==> config.mk <==
export PLATFORM = sky130hd
export DESIGN_NAME = dco_nco_multi
export DESIGN_NICKNAME = d
export VERILOG_FILES = /design/src/rtl/dco_nco_multi_pkg.sv /design/src/rtl/dco_nco_multi_channel.sv /design/src/rtl/dco_nco_multi.sv
export SDC_FILE = /design/constraint.sdc
export NUM_CORES = 1
export LEC_CHECK = 0
export BUFFER_PORTS_ARGS = -buffer_cell sky130_fd_sc_hd__buf_2
export CORE_ASPECT_RATIO = 1.2
export CORE_MARGIN = 2
export CORE_UTILIZATION = 30
export DETAILED_ROUTE_END_ITERATION = 8
export PLACE_DENSITY_LB_ADDON = 0.2
export SETUP_SLACK_MARGIN = 0.4
export SYNTH_ARGS = -nofsm -noshare
export SYNTH_HDL_FRONTEND = slang
export SYNTH_HIERARCHICAL = 1
export SYNTH_SLANG_ARGS = --single-unit
==> constraint.sdc <==
create_clock -name clk -period 2.9 [get_ports clk]
set_clock_uncertainty 0.2 [all_clocks]
set_input_delay 0.29 -clock clk [delete_from_list [all_inputs] [get_ports clk]]
set_output_delay 0.29 -clock clk [all_outputs]
set_load 0.02 [all_outputs]
==> src/rtl/dco_nco_multi_pkg.sv <==
// Shared constants and types for the multi-channel phase-accumulator NCO.
package dco_pkg;

    localparam int DEF_CH     = 2;
    localparam int DEF_CODE_W = 8;

    // Width of a channel index; a single channel still gets one index bit.
    function automatic int ch_idx_w(input int ch);
        return (ch > 1) ? $clog2(ch) : 1;
    endfunction

    localparam int CH_IDX_W = ch_idx_w(DEF_CH);

    // Every channel comes out of reset running at the slowest nonzero rate.
    localparam int RST_CODE = 1;

    typedef logic [DEF_CODE_W-1:0] dco_code_t;

endpackage

==> src/rtl/dco_nco_multi_channel.sv <==
// One NCO channel: phase accumulator plus a shadow code register. A written code
// waits in the shadow and is applied only at a period boundary (carry), while the
// channel is stopped, or while the active code is 0, so the output never glitches.
module dco_nco_channel import dco_pkg::*; #(
    parameter int CODE_W = 8,
    parameter int ACC_W  = 16
) (
    input  logic              clk,
    input  logic              rst_n,
    input  logic              ena_i,
    input  logic              ch_en_i,
    input  logic              wr_en_i,
    input  logic [CODE_W-1:0] wr_code_i,
    output logic              dco_o,
    output logic              wrap_o,
    output logic              pending_o
);

    logic [ACC_W-1:0]  acc_q, acc_d;
    logic [CODE_W-1:0] code_q, code_d;
    logic [CODE_W-1:0] shadow_q, shadow_d;
    logic              pending_q, pending_d;
    logic              dco_q, dco_d;
    logic              wrap_q, wrap_d;

    logic [ACC_W:0]    sum;
    logic              carry;
    logic              apply;

    assign sum   = {1'b0, acc_q} + {{(ACC_W + 1 - CODE_W){1'b0}}, code_q};
    assign carry = sum[ACC_W];
    // A code accepted this cycle is not yet pending, so it cannot ride this carry.
    assign apply = pending_q & (carry | ~ch_en_i | (code_q == '0));

    // Next state: accumulate or clear, then code apply, then shadow capture.
    always_comb begin
        acc_d     = acc_q;
        code_d    = code_q;
        shadow_d  = shadow_q;
        pending_d = pending_q;
        dco_d     = dco_q;
        wrap_d    = wrap_q;
        if (ena_i) begin
            if (ch_en_i) begin
                acc_d  = sum[ACC_W-1:0];
                wrap_d = carry;
                dco_d  = sum[ACC_W-1];
            end else begin
                acc_d  = '0;
                wrap_d = 1'b0;
                dco_d  = 1'b0;
            end
            if (apply) begin
                code_d    = shadow_q;
                pending_d = 1'b0;
            end
            if (wr_en_i) begin
                shadow_d  = wr_code_i;
                pending_d = 1'b1;
            end
        end
    end

    // State registers; reset drops any pending update.
    always_ff @(posedge clk or negedge rst_n) begin
        if (!rst_n) begin
            acc_q     <= '0;
            code_q    <= CODE_W'(RST_CODE);
            shadow_q  <= '0;
            pending_q <= 1'b0;
            dco_q     <= 1'b0;
            wrap_q    <= 1'b0;
        end else begin
            acc_q     <= acc_d;
            code_q    <= code_d;
            shadow_q  <= shadow_d;
            pending_q <= pending_d;
            dco_q     <= dco_d;
            wrap_q    <= wrap_d;
        end
    end

    assign dco_o     = dco_q;
    assign wrap_o    = wrap_q;
    assign pending_o = pending_q;

endmodule

==> src/rtl/dco_nco_multi.sv <==
// Multi-channel NCO top: code-update handshake decode, CH channel instances and an
// optional wrap-rate measurement (enabled by defining DCO_FREQ_MEAS_EN).
// Handshake: a code transfers on a cycle with ena & cfg_valid & cfg_ready; cfg_ready is
// combinational, low only while the addressed in-range channel still holds an unapplied
// code; writes to channel indices >= CH are accepted and dropped.
module dco_nco_multi import dco_pkg::*; #(
    parameter int CH     = 2,
    parameter int CODE_W = 8,
    parameter int ACC_W  = 16,
    parameter int MEAS_W = 12,
    localparam int CH_IDX_W = ch_idx_w(CH)
) (
    input  logic                clk,
    input  logic                rst_n,
    input  logic                ena,
    input  logic [CH-1:0]       ch_en,
    input  logic                cfg_valid,
    output logic                cfg_ready,
    input  logic [CH_IDX_W-1:0] cfg_ch,
    input  logic [CODE_W-1:0]   cfg_code,
    output logic [CH-1:0]       dco_out,
    output logic [CH-1:0]       wrap_pulse,
    input  logic [CH_IDX_W-1:0] meas_sel,
    output logic [MEAS_W:0]     meas_count,
    output logic                meas_valid
);

    localparam int                CH_SPAN = 1 << CH_IDX_W;
    localparam logic [CH_IDX_W:0] CH_NUM  = (CH_IDX_W + 1)'(CH);

    logic [CH-1:0]      pending;
    logic [CH_SPAN-1:0] pend_ext;
    logic               cfg_in_range;
    logic               accept;

    // Pad the pending vector to the full index range so any cfg_ch is a legal index.
    always_comb begin
        pend_ext         = '0;
        pend_ext[CH-1:0] = pending;
    end

    assign cfg_in_range = ({1'b0, cfg_ch} < CH_NUM);
    assign cfg_ready    = cfg_in_range ? ~pend_ext[cfg_ch] : 1'b1;
    assign accept       = ena & cfg_valid & cfg_ready & cfg_in_range;

    for (genvar g = 0; g < CH; g++) begin : g_ch
        dco_nco_channel #(
            .CODE_W (CODE_W),
            .ACC_W  (ACC_W)
        ) u_ch (
            .clk       (clk),
            .rst_n     (rst_n),
            .ena_i     (ena),
            .ch_en_i   (ch_en[g]),
            .wr_en_i   (accept & (cfg_ch == CH_IDX_W'(g))),
            .wr_code_i (cfg_code),
            .dco_o     (dco_out[g]),
            .wrap_o    (wrap_pulse[g]),
            .pending_o (pending[g])
        );
    end

`ifdef DCO_FREQ_MEAS_EN
    logic [MEAS_W-1:0]  win_q, win_d;
    logic [MEAS_W:0]    wcnt_q, wcnt_d;
    logic [MEAS_W:0]    mcount_q, mcount_d;
    logic               mvalid_q, mvalid_d;
    logic [CH_SPAN-1:0] wrap_ext;
    logic               sel_wrap;

    // Pad the wrap vector so an out-of-range selection simply reads as no wraps.
    always_comb begin
        wrap_ext         = '0;
        wrap_ext[CH-1:0] = wrap_pulse;
    end

    assign sel_wrap = wrap_ext[meas_sel];

    // Window bookkeeping: the last window cycle publishes the count including its own wrap.
    always_comb begin
        win_d    = win_q;
        wcnt_d   = wcnt_q;
        mcount_d = mcount_q;
        mvalid_d = mvalid_q;
        if (ena) begin
            if (win_q == '1) begin
                mcount_d = wcnt_q + (MEAS_W + 1)'(sel_wrap);
                mvalid_d = 1'b1;
                wcnt_d   = '0;
                win_d    = '0;
            end else begin
                wcnt_d   = wcnt_q + (MEAS_W + 1)'(sel_wrap);
                win_d    = win_q + 1'b1;
                mvalid_d = 1'b0;
            end
        end
    end

    // Measurement registers.
    always_ff @(posedge clk or negedge rst_n) begin
        if (!rst_n) begin
            win_q    <= '0;
            wcnt_q   <= '0;
            mcount_q <= '0;
            mvalid_q <= 1'b0;
        end else begin
            win_q    <= win_d;
            wcnt_q   <= wcnt_d;
            mcount_q <= mcount_d;
            mvalid_q <= mvalid_d;
        end
    end

    assign meas_count = mcount_q;
    assign meas_valid = mvalid_q;
`else
    logic unused_meas_sel;
    assign unused_meas_sel = ^meas_sel;
    assign meas_count      = '0;
    assign meas_valid      = 1'b0;
`endif

endmodule

==> results_dict.tcl <==
set metrics [dict create \
    ant_nets 0 \
    die_h_um 127.7 \
    grt_pass1_wl_um 14350 \
    synth_warnings 6 \
    cp-start-kind "flop" \
    antenna_cells 0 \
    layout_common_cells "66 x dfrtp_1, 28 x inv_1, 19 x buf_2, 18 x nand2_1, 18 x mux2_2" \
    cts_buffer_depth 2 \
    fmax_ghz 0.4039 \
    reg2reg_slack_ns 0.42 \
    cp_data_required_time_ns 2.91 \
    die_area_sq_um 13670 \
    dp_hpwl_um 6043 \
    worstMarginPinSlew_ns 0.5476 \
    synth-edff-count 0 \
    path_buf_inv 0 \
    critPathLaunch "g_ch[0].u_ch/acc_q[0]" \
    rows 45 \
    portBuffers 19 \
    chipWidth_um 107.1 \
    fin_nets 422 \
    pin_count 35 \
    antenna_found_initial 0 \
    start_util 0.3045 \
    crit_path_cell_trace "ha_4 -> fa_2 -> a21o_1 -> a21o_4 -> a31oi_4 -> o41ai_4 -> a21o_2 -> a32o_1" \
    fin_area_sq_um 4522 \
    placed_area_sq_um 4030 \
    hold_viol 0 \
    grt_max_degree 29 \
    p_leak_nw 2.006 \
    setup_violations 0 \
    async_reset_ff_frac 1.000 \
    numCtsBuffers 9 \
    critPathMaxStageDelay_ns 0.41 \
    gp_congestion 0.7587 \
    critPathSlowestCell "dfrtp_1" \
    final_core_util 0.3601 \
    ys_ff_latch 68 \
    final_common_cell "dfrtp_1" \
    htree_levels 3 \
    area_growth_pct 18.26 \
    crit_type "reg -> reg" \
    synthFlopType "dfrtp_1" \
    dr.pass1.iters 4 \
    routedWlPerCell_um 15.41 \
    syn_area_per_cell_sq_um 10.74 \
    place_ws_ns 0.2002 \
    synth_area_sq_um 3824 \
    path_delay_family "compound AO/OA/AOI/OAI gates" \
    p_per_area_nw_per_um2 949.3 \
    synthCells 356 \
    grt_use_total 0.1326 \
    worstPathArrival_ns 2.49 \
    register_area_sq_um 1704 \
    yosysTopAreaCell "dfrtp_1" \
    clk_latency_ns 0.33 \
    hp-class "in -> reg" \
    drive_gt1_frac 0.2595 \
    min_from "cfg_code[2]" \
    p_total_w 0.004293 \
    synthDistinctLibCells 47 \
    postLayoutSetupSlackWorst_ns 0.4239 \
    coreArea_sq_um 12560 \
    drc 0 \
    clk_pin_slew_ns 0.06 \
    yosys-top-cells-area "dfrtp_1 43%, mux2_2 5.3%, ha_1 5.2%" \
    cts_tree "built" \
    nFillCells 1260 \
    multi_input_area_sq_um 2033 \
    grt_pass1_vias 2856 \
    endpoint_kind "flop" \
    drv_cap 0 \
    dr_total_vias 2825 \
    slew_headroom 0.6349 \
    status "complete, no violations" \
    root_buffer "clkbuf_16" \
    seq_area_frac_synth 0.4457 \
    setup_tns_ns 0 \
    grt_remaining_overflow 0 \
    peakVddDrop_mv 0.2934 \
    rr_startpoint "g_ch[0].u_ch/acc_q[0]" \
    drt_iter0_drc 102 \
    cts_sinks 68 \
    synth_top_area_frac 0.4319 \
    vias_per_cell 5.072 \
    final_max_slew_viol_count 0 \
    post-route-min-period_ns 2.476 \
    rsz0062_at_grt "true" \
    drt-total-wl_um 8585 \
    period_share 0.8538 \
    crit_fanout 5 \
]
logic make-up (layout without fill, tap and decap cells):
kind of cell             after synthesis  after routing  synth area share
buffers and inverters                 54             76           0.07264
adder cells (fa/ha/maj)               18             18           0.06283
AND/OR/NAND/NOR                       84             84            0.1266
flip-flops                            68             68            0.4457
other                                  1             14         0.0009807
AO/OA/AOI/OAI                         98            100            0.2029
XOR/XNOR                              12             12           0.02749
multiplexers                          21             21           0.06086
power breakdown:
part	switching, W	internal (W)
Sequential	0.000331	0.00129
Combinational	0.000826	0.000836
Clock	0.000414	0.000600
Total	0.00157	0.00272
layout make-up:
class                      instances  area share
clock buffer                      10     0.05285
inverter                          28     0.02324
tap                              164     0.04538
clock inverter                     6    0.008854
sequential                        68      0.3769
timing repair buffer              32     0.04317
multi-input combinational        249      0.4496
final timing paths:
kind                       cells past startpoint                  endpoint
max in group asynchronous                      3    g_ch[0].u_ch/code_q[0]
min in group asynchronous                      2    g_ch[0].u_ch/acc_q[13]
min                                            2  g_ch[1].u_ch/shadow_q[2]
min reg2reg                                    1       g_ch[1].u_ch/wrap_o
max                                            8    g_ch[0].u_ch/code_q[7]
max reg2reg                                    8    g_ch[0].u_ch/code_q[7]
synth_stat cells, drive strengths merged (6+ instances only):
cell type,instances
dfrtp,66
inv,28
nand2,20
a21oi,18
buf,18
mux2,18
a32o,16
ha,16
nand3,16
o22ai,14
o21ai,10
a21o,8
clkbuf,8
o211ai,8
or4,8
xnor2,8
a31o,6
a31oi,6
and2,6
nand2b,6
nor2b,6
nor4,6
sequential cells by signal, summed over array words and instances (netlist names):
| name | count |
|---|---|
| g_ch.u_ch/code_q | 16 |
| g_ch.u_ch/wrap_o | 2 |
| g_ch.u_ch/pending_o | 2 |
| g_ch.u_ch/shadow_q | 16 |
| g_ch.u_ch/acc_q | 32 |
per-stage QoR:
step	hold slack [ns]	cells
after floorplan	-0.2056	369
after global placement	0.1249	530
after detailed placement	0.1214	530
after CTS	0.003185	551
after global routing	0.02132	557
final	0.01774	557
routing by layer:
layer | up-vias | part of all wire | GRT usage
met5 | - | 0 | 0
met4 | 0 | 0.014 | 0.04736
met3 | 10 | 0.029 | 0.02898
met2 | 44 | 0.50 | 0.2223
met1 | 1393 | 0.46 | 0.1676
li1 | 1378 | - | -
timing repair:
action | CTS | global route
endpoints found under the hold margin | 20 | 0
pin swaps | 4 | 4
setup buffers | 2 | 6
gates cloned | 2 | 0
hold buffers | 1 | 0
gates resized for setup | 10 | 10
setup endpoints to repair | 20 | 28
Note: power is estimated with default switching activity, not from simulation.
